[src/rtl/sr_pkg.sv]
// Shared definitions for the SR flop bank: S=R=1 policy codes and the per-cell next-state rule.
package sr_pkg;

  localparam int unsigned SR_RST_DOM = 0;
  localparam int unsigned SR_SET_DOM = 1;
  localparam int unsigned SR_HOLD    = 2;
  localparam int unsigned SR_TOGGLE  = 3;

  function automatic logic sr_next(input int unsigned mode, input logic s, input logic r,
                                   input logic q);
    logic nxt;
    nxt = q;
    unique case ({s, r})
      2'b00: nxt = q;
      2'b10: nxt = 1'b1;
      2'b01: nxt = 1'b0;
      2'b11: begin
        case (mode)
          SR_RST_DOM: nxt = 1'b0;
          SR_SET_DOM: nxt = 1'b1;
          SR_HOLD:    nxt = q;
          SR_TOGGLE:  nxt = ~q;
          default:    nxt = q;
        endcase
      end
      default: nxt = q;
    endcase
    return nxt;
  endfunction

endpackage

[src/rtl/sr_cell.sv]
// One clocked SR storage cell with enable gating and a one-cycle change pulse.
module sr_cell
  import sr_pkg::*;
#(
  parameter int unsigned MODE = SR_RST_DOM
) (
  input  logic clk,
  input  logic rst_n,
  input  logic en,
  input  logic s,
  input  logic r,
  output logic q,
  output logic chg
);

  logic q_d, q_q;
  logic chg_d, chg_q;

  always_comb begin
    q_d   = q_q;
    chg_d = 1'b0;
    if (en) begin
      q_d = sr_next(MODE, s, r, q_q);
    end
    chg_d = q_d ^ q_q;
  end

  always_ff @(posedge clk) begin
    if (!rst_n) begin
      q_q   <= 1'b0;
      chg_q <= 1'b0;
    end else begin
      q_q   <= q_d;
      chg_q <= chg_d;
    end
  end

  assign q   = q_q;
  assign chg = chg_q;

endmodule

[src/rtl/sr_ff_bank.sv]
// Bank of CH clocked SR cells with a shared enable, sticky conflict flag and saturating
// conflict counter.
module sr_ff_bank
  import sr_pkg::*;
#(
  parameter int unsigned CH    = 8,
  parameter int unsigned MODE  = SR_RST_DOM,
  parameter int unsigned CNT_W = 8
) (
  input  logic             clk,
  input  logic             rst_n,
  input  logic             en,
  input  logic [CH-1:0]    s,
  input  logic [CH-1:0]    r,
  input  logic             clr_err,
  output logic [CH-1:0]    q,
  output logic [CH-1:0]    qn,
  output logic [CH-1:0]    chg,
  output logic             err,
  output logic [CNT_W-1:0] err_cnt
);

  localparam logic [CNT_W-1:0] CNT_MAX = {CNT_W{1'b1}};

  if (MODE > SR_TOGGLE) begin : g_bad_mode
    $error("sr_ff_bank: MODE must be 0..3");
  end
  if (CH < 1) begin : g_bad_ch
    $error("sr_ff_bank: CH must be at least 1");
  end
  if (CNT_W < 2) begin : g_bad_cnt_w
    $error("sr_ff_bank: CNT_W must be at least 2");
  end

  for (genvar i = 0; i < CH; i++) begin : g_cell
    sr_cell #(.MODE(MODE)) u_cell (
      .clk  (clk),
      .rst_n(rst_n),
      .en   (en),
      .s    (s[i]),
      .r    (r[i]),
      .q    (q[i]),
      .chg  (chg[i])
    );
  end

  // qn is a straight inverter of the cell flops, so q=qn=1 can never appear.
  assign qn = ~q;

  logic             conflict;
  logic             err_d, err_q;
  logic [CNT_W-1:0] cnt_d, cnt_q;

  assign conflict = en & (|(s & r));

  // A conflict in the same cycle as clr_err restarts the count at one.
  always_comb begin
    err_d = err_q;
    cnt_d = cnt_q;
    if (conflict) begin
      err_d = 1'b1;
      if (clr_err) begin
        cnt_d = {{(CNT_W-1){1'b0}}, 1'b1};
      end else if (cnt_q != CNT_MAX) begin
        cnt_d = cnt_q + 1'b1;
      end
    end else if (clr_err) begin
      err_d = 1'b0;
      cnt_d = '0;
    end
  end

  always_ff @(posedge clk) begin
    if (!rst_n) begin
      err_q <= 1'b0;
      cnt_q <= '0;
    end else begin
      err_q <= err_d;
      cnt_q <= cnt_d;
    end
  end

  assign err     = err_q;
  assign err_cnt = cnt_q;

endmodule

[config.mk]
export PLATFORM = sky130hd
export DESIGN_NAME = sr_ff_bank
export DESIGN_NICKNAME = d
export VERILOG_FILES = /design/src/rtl/sr_pkg.sv /design/src/rtl/sr_cell.sv /design/src/rtl/sr_ff_bank.sv
export SDC_FILE = /design/constraint.sdc
export NUM_CORES = 1
export LEC_CHECK = 0
export CAP_MARGIN = 15
export CORE_MARGIN = 3
export CORE_UTILIZATION = 35
export CTS_CLUSTER_DIAMETER = 60
export DETAILED_ROUTE_END_ITERATION = 10
export HOLD_SLACK_MARGIN = 0.12
export PLACE_DENSITY_LB_ADDON = 0.2
export REMOVE_ABC_BUFFERS = 1
export SETUP_SLACK_MARGIN = 0.05
export SLEW_MARGIN = 10
export SYNTH_ARGS = -nofsm -noshare
export SYNTH_HDL_FRONTEND = slang
export SYNTH_SLANG_ARGS = --single-unit
[constraint.sdc]
create_clock -name clk -period 1.2 [get_ports clk]
set_input_delay 0.3 -clock clk [delete_from_list [all_inputs] [get_ports clk]]
set_output_delay 0.3 -clock clk [all_outputs]
set_load 0.05 [all_outputs]
==> flow_summary.toml, run 1 <==
[logic_synthesis]
synth.ff_latch_count = 25
ys_types = 30
yosys_warnings = 0
netlist_instances = 170
synth_area_um2 = 1310
ys_seq_area_share_pct = 38.3
syn_avg_cell_area_um2 = 7.68

[sta]
rsz0062_at_grt = "true"
min_period_ns = 1.25
worstMarginPinSlew_ns = 0.230
setup_viol = 7
min_period_over_period_pct = 104
fin_worst_skew_ns = 0.00543
slew_headroom_pct = 84.7
max_freq_ghz = 0.803
timing.final.ws_setup_ns = -0.0452
drv_slew = 0
hold_viol_final = 0

[placement]
placed_area_um2 = 2290
place.port_buffers = 52
gp_congestion = 0.812
hpwl_um = 3060

[setup_path]
cpPeakStageDelay_ns = 0.34
cp-start-kind = "flop"
worstPathRequired_ns = 1.36
worst-r2r-cell-count = 5
cp_max_fo = 4
r2r_end = "err_cnt[4]$_SDFFE_PN0P_"
setup.worst_path.class = "flop to flop"
crit_chain = "and4_4 > buf_4 > a21oi_2 > buf_4 > a31o_1"
crit_arrival_ns = 1.41
critPathSlowestCell = "dfxtp_2"
end_kind = "flop"
cpMostUsedCell = "buf_4"
cp-startpoint = "err_cnt[3]$_SDFFE_PN0P_"
reg2reg_setup_slack_ns = -0.05
rr_startpoint = "err_cnt[3]$_SDFFE_PN0P_"

[global_route]
antenna_found_initial = 0
grt_pass1_vias = 1480
grt_max_degree = 20
top_usage_layer = "met2"
use_met1_pct = 23.2
grtUsageMet2_pct = 39.5
grt_overflow = 0
grtUsageMet3_pct = 4.72
grt_usage_pct = 21.0
grt_pass1_wl_um = 7160

[cells_and_area]
layout-drive-gt1-share_pct = 58.5
fill_cells = 261
design_area_um2 = 2590
n_antenna_cell = 0
multi_input_comb_area_um2 = 706
area_delta_synth_final_pct = 98.3
area.sequential_um2 = 548
layout.nets = 275

[floorplan]
ios = 53
die_x_um = 67.1
initial_core_util_pct = 37.7
core_area_um2 = 3470
rows = 21
fp.dieArea_um2 = 4500
die_h_um = 67.1

[drt]
drc = 0
wirelength_um = 4420
vias = 1523
dr.pass1.iters = 4
drt-initial-drc-count = 87
wl_per_cell_um = 14.8
antenna_left = 0
drt-vias-per-instance = 5.09

[run]
cap_violations = 0

[clock_network]
htree_levels = 1
clockBufferDepth = 2
clk_pin_slew_worst_paths_ns = 0.09
cts_hold_buf = 0
ctsRootBufferMaster = "clkbuf_8"
cts-buffers-inserted = 3
cts_tree = "done"
insertion_delay_ns = 0.27
clock_sinks = 25

[worst_hold_path]
holdPathStages = 4
min_path_type = "primary input to flop"
whs_endpoint = "g_cell[6].u_cell.q$_SDFF_PN0_"
worstHoldStart = "r[6]"

[pwr]
ir_worst_vdd_mv = 0.646
leakagePower_nw = 1.15
finalPower_mw = 2.09
powerDensity_nw_per_um2 = 809

[status]
status = "finished, violations left"
failed_checks = "negative setup slack"
[how the worst max path moves through the flow]
stage / to / slack (ns)
finish: err_cnt[4]$_SDFFE_PN0P_ / -0.05
global placement: err_cnt[5]$_SDFFE_PN0P_ / -0.61
global route: err_cnt[0]$_SDFFE_PN0P_ / -0.08
floorplan: err_cnt[0]$_SDFFE_PN0P_ / -0.52
CTS: err_cnt[2] / -0.02
detailed placement: err_cnt[5]$_SDFFE_PN0P_ / -0.65
[cells in the final DEF, fill, tap and decap left out, types with 2 or more instances in the layout]
cell / count
clkbuf_2: 4
a31oi_2: 2
dfxtp_1: 9
inv_2: 2
buf_12: 33
a21oi_2: 3
buf_4: 37
buf_6: 13
nor2b_1: 2
dlygate4sd2_1: 2
clkbuf_8: 3
inv_1: 2
dfxtp_2: 5
nand2_1: 38
a41o_2: 4
nor2_1: 20
and3_4: 2
a21oi_1: 19
a31o_1: 2
nand3_1: 2
a22oi_2: 4
buf_2: 9
inv_4: 6
dfxtp_4: 11
[registers in the layout (all words and copies together), names as in the netlist]
register           cells
g_cell.u_cell.chg      8
err_cnt                8
err                    1
g_cell.u_cell.q        8
[cell usage after synthesis]
cell type / n / area [um2]
nand4_4: 1 / 21.3
nor3b_2: 1 / 12.5
a21oi_1: 21 / 105
nand3b_1: 1 / 7.51
nand2b_1: 1 / 6.26
nand2_1: 39 / 146
o21a_1: 1 / 7.51
a41oi_2: 1 / 16.3
inv_1: 10 / 37.5
and4_4: 1 / 11.3
a21oi_2: 1 / 8.76
nand3_1: 2 / 10.0
nand4_1: 1 / 6.26
a21o_1: 1 / 7.51
a31o_1: 2 / 17.5
dfxtp_1: 25 / 500
and3_1: 2 / 12.5
ha_1: 1 / 12.5
a41o_2: 4 / 45.0
and2_1: 1 / 6.26
nor2b_1: 2 / 12.5
buf_6: 1 / 11.3
nor2_1: 21 / 78.8
clkbuf_1: 3 / 11.3
a211oi_1: 1 / 7.51
a22oi_1: 4 / 30.0
nand4b_1: 1 / 8.76
a31oi_1: 3 / 18.8
and4_1: 1 / 8.76
buf_4: 16 / 120
[per-stage QoR]
stage          util, %  setup WS, ns  hold slack [ns]  instances  setup TNS (ns)
2_1_floorplan        -        -0.524            0.418        150           -4.43
3_3_place_gp      66.0        -0.607            0.530        277           -8.51
3_5_place_dp      66.0        -0.652            0.544        277           -9.19
4_1_cts           72.5       -0.0208            0.290        296         -0.0489
5_1_grt           74.7       -0.0770            0.284        299          -0.460
6_report          74.7       -0.0452            0.272        299          -0.158
[worst max-delay path, delay by kind of cell, from the launching register on]
family / cells / cell delay, ns
AO/OA/AOI/OAI: 2 / 0.27
buffers and inverters: 2 / 0.25
flip-flops: 1 / 0.34
AND/OR/NAND/NOR: 1 / 0.27
[power breakdown]
group	switching (mW)	leakage [nW]	internal, mW	total, mW
Clock	0.284	0.0255	0.233	0.517
Combinational	0.348	0.912	0.336	0.684
Sequential	0.0430	0.214	0.850	0.893
Total	0.675	1.15	1.42	2.09
[layer usage]
layer	wire length, um	vias to the layer above
li1	-	728
met1	1590	738
met2	2510	49
met3	235	8
met4	78	0
met5	0	-
[timing repair]
action / 4_1_cts / 5_1_grt
setup buffers: 14 / 3
gates cloned: 1 / 0
resized for setup: 113 / 23
endpoints found under the setup margin: 41 / 24
pin swaps: 16 / 6
[cells by family after synthesis]
kind of cell,share of synthesized area (%)
compound gates,20.2
fa+ha+maj,0.958
buf+inv,13.8
flops,38.3
simple gates,26.7
[layout make-up]
| class | instances | area share (%) |
|---|---|---|
| Inverter | 10 | 2.03 |
| Sequential cell | 25 | 21.2 |
| Clock inverter | 1 | 0.193 |
| Multi-Input combinational cell | 115 | 27.2 |
| Clock buffer | 3 | 1.59 |
| Tap cell | 46 | 2.22 |
| Timing Repair Buffer | 99 | 45.6 |
Note: power is estimated with default switching activity, not from simulation.
==> inputs of run 2 (changes only) <==
--- a/config.mk
+++ b/config.mk
@@ -17,4 +17,5 @@
 export SLEW_MARGIN = 10
 export SYNTH_ARGS = -nofsm -noshare
 export SYNTH_HDL_FRONTEND = slang
+export SYNTH_HIERARCHICAL = 1
 export SYNTH_SLANG_ARGS = --single-unit
==> flow_summary.toml, run 2 <==
[sta]
slew_headroom_pct = 75.1
hold_viol_final = 0
drv_slew = 0
min_period_ns = 1.44
rsz0062_at_grt = "true"
hold_slack_ns = 0.152
timing.final.ws_setup_ns = -0.242
max_freq_ghz = 0.693
worstMarginPinSlew_ns = 0.373
min_period_over_period_pct = 120
fin_worst_skew_ns = 0.0154
setup_viol = 26

[logic_synthesis]
yosys.area.top_type = "dfxtp_1"
synth.area.top_cells = "dfxtp_1 (41%), nand2_1 (5.8%), a21oi_1 (5.7%)"
synthMuxAreaShare_pct = 0.812
synth-xor-area-share_pct = 0
synth_compound_area_share_pct = 28.8
yosys_warnings = 6
synth.ff_latch_count = 25
yosys.area_share.adder_pct = 1.02
synthFlopType = "dfxtp_1"
synth_top_area_share_pct = 40.6
synth-edff-count = 0
syn_avg_cell_area_um2 = 9.00
synthSimpleGateAreaFrac_pct = 22.6
yosys-top-cells-count = "dfxtp_1 (25), nand2_1 (19), inv_1 (17)"
synth_area_um2 = 1230
ys_types = 34
yosysMostFrequentCell = "dfxtp_1"
synth_top_family_by_area = "compound AO/OA/AOI/OAI gates"
synth_async_sr_flop_share_pct = 0
ys_seq_area_share_pct = 40.6
netlist_instances = 137

[drt]
wl_per_cell_um = 22.3
drt-initial-drc-count = 180
drc = 0
drt-vias-per-instance = 5.60
dr.pass1.iters = 4
wirelength_um = 6560
vias = 1653
antenna_left = 0

[status]
failed_checks = "negative setup slack"
status = "finished, violations left"

[setup_path]
critPathSlowestCell = "or4_1"
crit_chain = "clkdlybuf4s15_1 > a22o_1 > o41ai_4 > buf_6 > or4_1 > a21oi_2"
worstPathRequired_ns = 1.47
worst-r2r-cell-count = 5
end_kind = "flop"
rr_startpoint = "err_cnt[0]$_SDFFE_PN0P_"
r2r_end = "err_cnt[3]$_SDFFE_PN0P_"
cp_max_fo = 5
cp-start-kind = "primary input"
path_buf_inv = 2
reg2reg_setup_slack_ns = -0.18
crit_arrival_ns = 1.71
critical_path.top_delay_family = "simple AND/OR/NAND/NOR gates"
setup.worst_path.class = "primary input to flop"
cpPeakStageDelay_ns = 0.54

[cells_and_area]
fin_cells = 295
design_area_um2 = 2890
n_antenna_cell = 0
area.sequential_um2 = 572
multi_input_comb_area_um2 = 826
fill_cells = 135
layout.nets = 273
final_cell_mix = "buf_4 (41), buf_12 (33), buf_6 (23), nand2_1 (18), dfxtp_4 (16)"
layout-drive-gt1-share_pct = 71.3
utilization_pct = 90.1
final_common_cell = "buf_4"
area_delta_synth_final_pct = 134

[clock_network]
clk_pin_slew_worst_paths_ns = 0.14
clock_sinks = 25
cts-buffers-inserted = 3
ctsRootBufferMaster = "clkbuf_4"
cts_hold_buf = 0
clockBufferDepth = 2
htree_levels = 1
insertion_delay_ns = 0.34
cts_tree = "done"

[placement]
gp_congestion = 0.869
place.port_buffers = 52
dp_cells = 264
hpwl_um = 3120
placed_area_um2 = 2370

[worst_hold_path]
min_path_type = "primary input to flop"
holdPathStages = 2
worstHoldStart = "r[7]"
whs_endpoint = "g_cell[7].u_cell/q$_SDFF_PN0_"

[global_route]
use_met1_pct = 27.1
grtUsageMet2_pct = 50.4
grt_max_degree = 26
top_usage_layer = "met2"
grt_pass1_wl_um = 8730
grt_pass1_vias = 1722
grt_usage_pct = 27.0
grt_overflow = 0
antenna_found_initial = 0
grtUsageMet3_pct = 6.84

[pwr]
finalPower_mw = 2.08
powerDensity_nw_per_um2 = 722
leakagePower_nw = 1.19
ir_worst_vdd_mv = 0.514

[run]
cap_violations = 0

[floorplan]
die_h_um = 65.3
core_area_um2 = 3200
die_x_um = 65.3
fp.dieArea_um2 = 4270
ios = 53
initial_core_util_pct = 38.5
rows = 20
==> run 2: cell count changes after synthesis, moves of 7 or more <==
cell	previous run	this run
or3b_1	0	8
a21oi_2	1	8
inv_1	10	17
nand2_1	39	19
buf_4	16	0
a21oi_1	21	14
nor2_1	21	1
a211oi_1	1	8
==> run 2: routing by layer <==
metal | part of all wire (%) | up-vias
met5 | 0 | -
met4 | 5.4 | 0
met3 | 5.8 | 26
met2 | 52 | 96
met1 | 36 | 801
li1 | - | 730
==> run 2: worst max-delay path by stage <==
stage | slack (ns) | cells after the start | from | to
floorplan | -0.50 | 5 | err_cnt[0]$_SDFFE_PN0P_ | err_cnt[0]$_SDFFE_PN0P_
global placement | -0.76 | 6 | r[7] | err_cnt[3]$_SDFFE_PN0P_
detailed placement | -0.81 | 6 | r[7] | err_cnt[7]$_SDFFE_PN0P_
CTS | -0.15 | 3 | err_cnt[0]$_SDFFE_PN0P_ | err_cnt[0]
global route | -0.27 | 6 | r[6] | err_cnt[3]$_SDFFE_PN0P_
finish | -0.24 | 6 | r[6] | err_cnt[3]$_SDFFE_PN0P_
==> run 2: logic make-up (layout without fill, tap and decap cells) <==
family | count (synthesis) | count (layout)
and+or+nand+nor | 47 | 47
AOI/OAI and AO/OA | 45 | 45
DFF | 25 | 25
buffers and inverters | 18 | 132
adders and majority gates | 1 | 1
muxes | 1 | 1
==> run 2: layout make-up <==
class                   instances  share of cell area [%]
multi-input cells              94                    28.6
repair buffers                111                    46.0
inverters                      17                    2.73
flip-flops and latches         25                    19.8
clock buffers                   4                   0.911
well taps                      44                    1.91
==> run 2: timing repair <==
item / 4_1_cts / 5_1_grt
setup endpoints to repair: 47 / 45
buffers inserted: 21 / 7
cloned: 1 / 1
pin swaps: 16 / 14
gates resized for setup: 137 / 38
==> run 2: power breakdown <==
group / total, mW / internal, mW / switching, mW
combinational: 0.776 / 0.377 / 0.398
clock: 0.416 / 0.131 / 0.286
sequential: 0.891 / 0.843 / 0.0483
total: 2.08 / 1.35 / 0.732
==> run 2: metrics by stage <==
stage,TNS (ns),worst slack (ns)
6_report,-2.19,-0.242
5_1_grt,-3.00,-0.272
4_1_cts,-1.41,-0.151
3_5_place_dp,-11.29,-0.814
3_3_place_gp,-10.57,-0.764
2_1_floorplan,-4.72,-0.502
==> RTL edit (config.mk and constraints of run 1) <==
Change the parameter `CH` from 8 to 9.
--- a/src/rtl/sr_ff_bank.sv
+++ b/src/rtl/sr_ff_bank.sv
@@ -3,7 +3,7 @@
 module sr_ff_bank
   import sr_pkg::*;
 #(
-  parameter int unsigned CH    = 8,
+  parameter int unsigned CH    = 9,
   parameter int unsigned MODE  = SR_RST_DOM,
   parameter int unsigned CNT_W = 8
 ) (
Interface: changed (5 resized); port bits go from 53 to 58. The function was not compared with the original's and may differ.
==> RTL edit against run 1 <==
  * The flow still finishes with violations (setup timing)
  * Hold slack better by 86 ps
  * Wire length is 2.6% higher
  * Area after synthesis is 2.4% higher
  * Sequential cell count is 2 higher
  * Die area is 2.2% higher
  * Setup slack worse by 150 ps
  * Design area is 11% higher
  * Power is 6.0% higher
  * Largest power group unchanged
==> RTL edit: results (changes against run 1) <==
| Metric | Value |
|---|---|
| Outcome | `complete, but fails checks` |
| Failing checks | `setup timing` |
| Post-CTS Setup Inserts | `6 (-8)` |
| CTS resizes | `86 (-24%)` |
| Pre-CTS WS | `-845.4 ps (-193.8 ps)` |
| Final setup TNS | `-1407 ps (-1249 ps)` |
| Met2 WL | `2396 um (-4.6%)` |
| Commonest cells in the netlist | `nand2_1, dfxtp_1, nor2_1, a21oi_1, buf_4` |
| Final setup vio count | `13 (+6)` |
| Largest net degree at the start of global routing | `16 (-20%)` |
| Met1 Track Usage GR | `0.2265 (-0.005216)` |
| Seq/Total Area, Yosys | `0.4041 (+0.02097)` |
| Layout cell share with drive strength beyond 1 | `0.5324 (-0.05261)` |
| Buffers excl. clock | `116 (+17%)` |
| Inst Count DP | `308 (+11%)` |
| Max-slew headroom | `0.7511 (-0.09569)` |
| Clock buffers | `4 (+1)` |
| Worst setup margin | `-192.2 ps (-147.0 ps)` |
| Worst-path fanout max | `6 (+2)` |
| Clock-cell share of area | `0.01571 (-0.002168)` |
| Multiplexer share of the synthesized area | `0.007484 (+0.007484)` |
| Final HPWL DP | `3132 um (+2.5%)` |
| Port Buffers | `57 (+9.6%)` |
| Adder-cell share of the synthesized area | `0.009355 (-0.0002240)` |
| Multi-input combinational area share | `0.2644 (-0.008066)` |
| Multi-In Gates | `121 (+5.2%)` |
| Vias per cell | `4.901 (-3.8%)` |
| Met3 routed WL | `333 um (+42%)` |
| Synth Area in Compound Gates | `0.1908 (-0.01127)` |
| P_comb | `0.738 mW (+7.9%)` |
| Data arrival, critical path | `1550 ps (+140 ps)` |
| Design Power | `2.221 mW (+6.0%)` |
| Nets | `302 (+9.8%)` |
| Metal1 wirelength | `1746 um (+9.7%)` |
| Worst path slowest cell | `a222oi_1` |
| Met2 usage | `0.3755 (-0.01964)` |
| Fin cells | `324 (+8.4%)` |
| Gpl congestion | `0.8536 (+5.1%)` |
| Clock sinks | `27 (+8.0%)` |
| Placed standard-cell area | `2532 um^2 (+11%)` |
| Leak | `1.238 nW (+7.5%)` |
## RTL edit: cell types whose count changed in the layout (fill, tap and decap cells not counted), sizes merged, moves of 3 or more
cell and change:
buf +8, nand3 +3, o21ai +4, a41o -4, dlygate4sd2 +11, nor2 +3
## RTL edit: logic make-up after synthesis
logic type | count (synthesis)
AO/OA/AOI/OAI | 39
adder cells (fa/ha/maj) | 1
buffers and inverters | 31
flip-flops | 27
multiplexers | 1
AND/OR/NAND/NOR | 80
## RTL edit: path summary, 6_finish.rpt
| path | slack (ps) | from | end | depth (start not counted) |
|---|---|---|---|---|
| worst max-delay path | -190 | r[8] | err_cnt[5] | 7 |
| worst min-delay path | 360 | s[8] | g_cell[8].u_cell.q | 4 |
| worst min register to register | 520 | g_cell[5].u_cell.q | g_cell[5].u_cell.chg | 2 |
| worst max register to register | -150 | err_cnt[0] | err_cnt[0] | 7 |
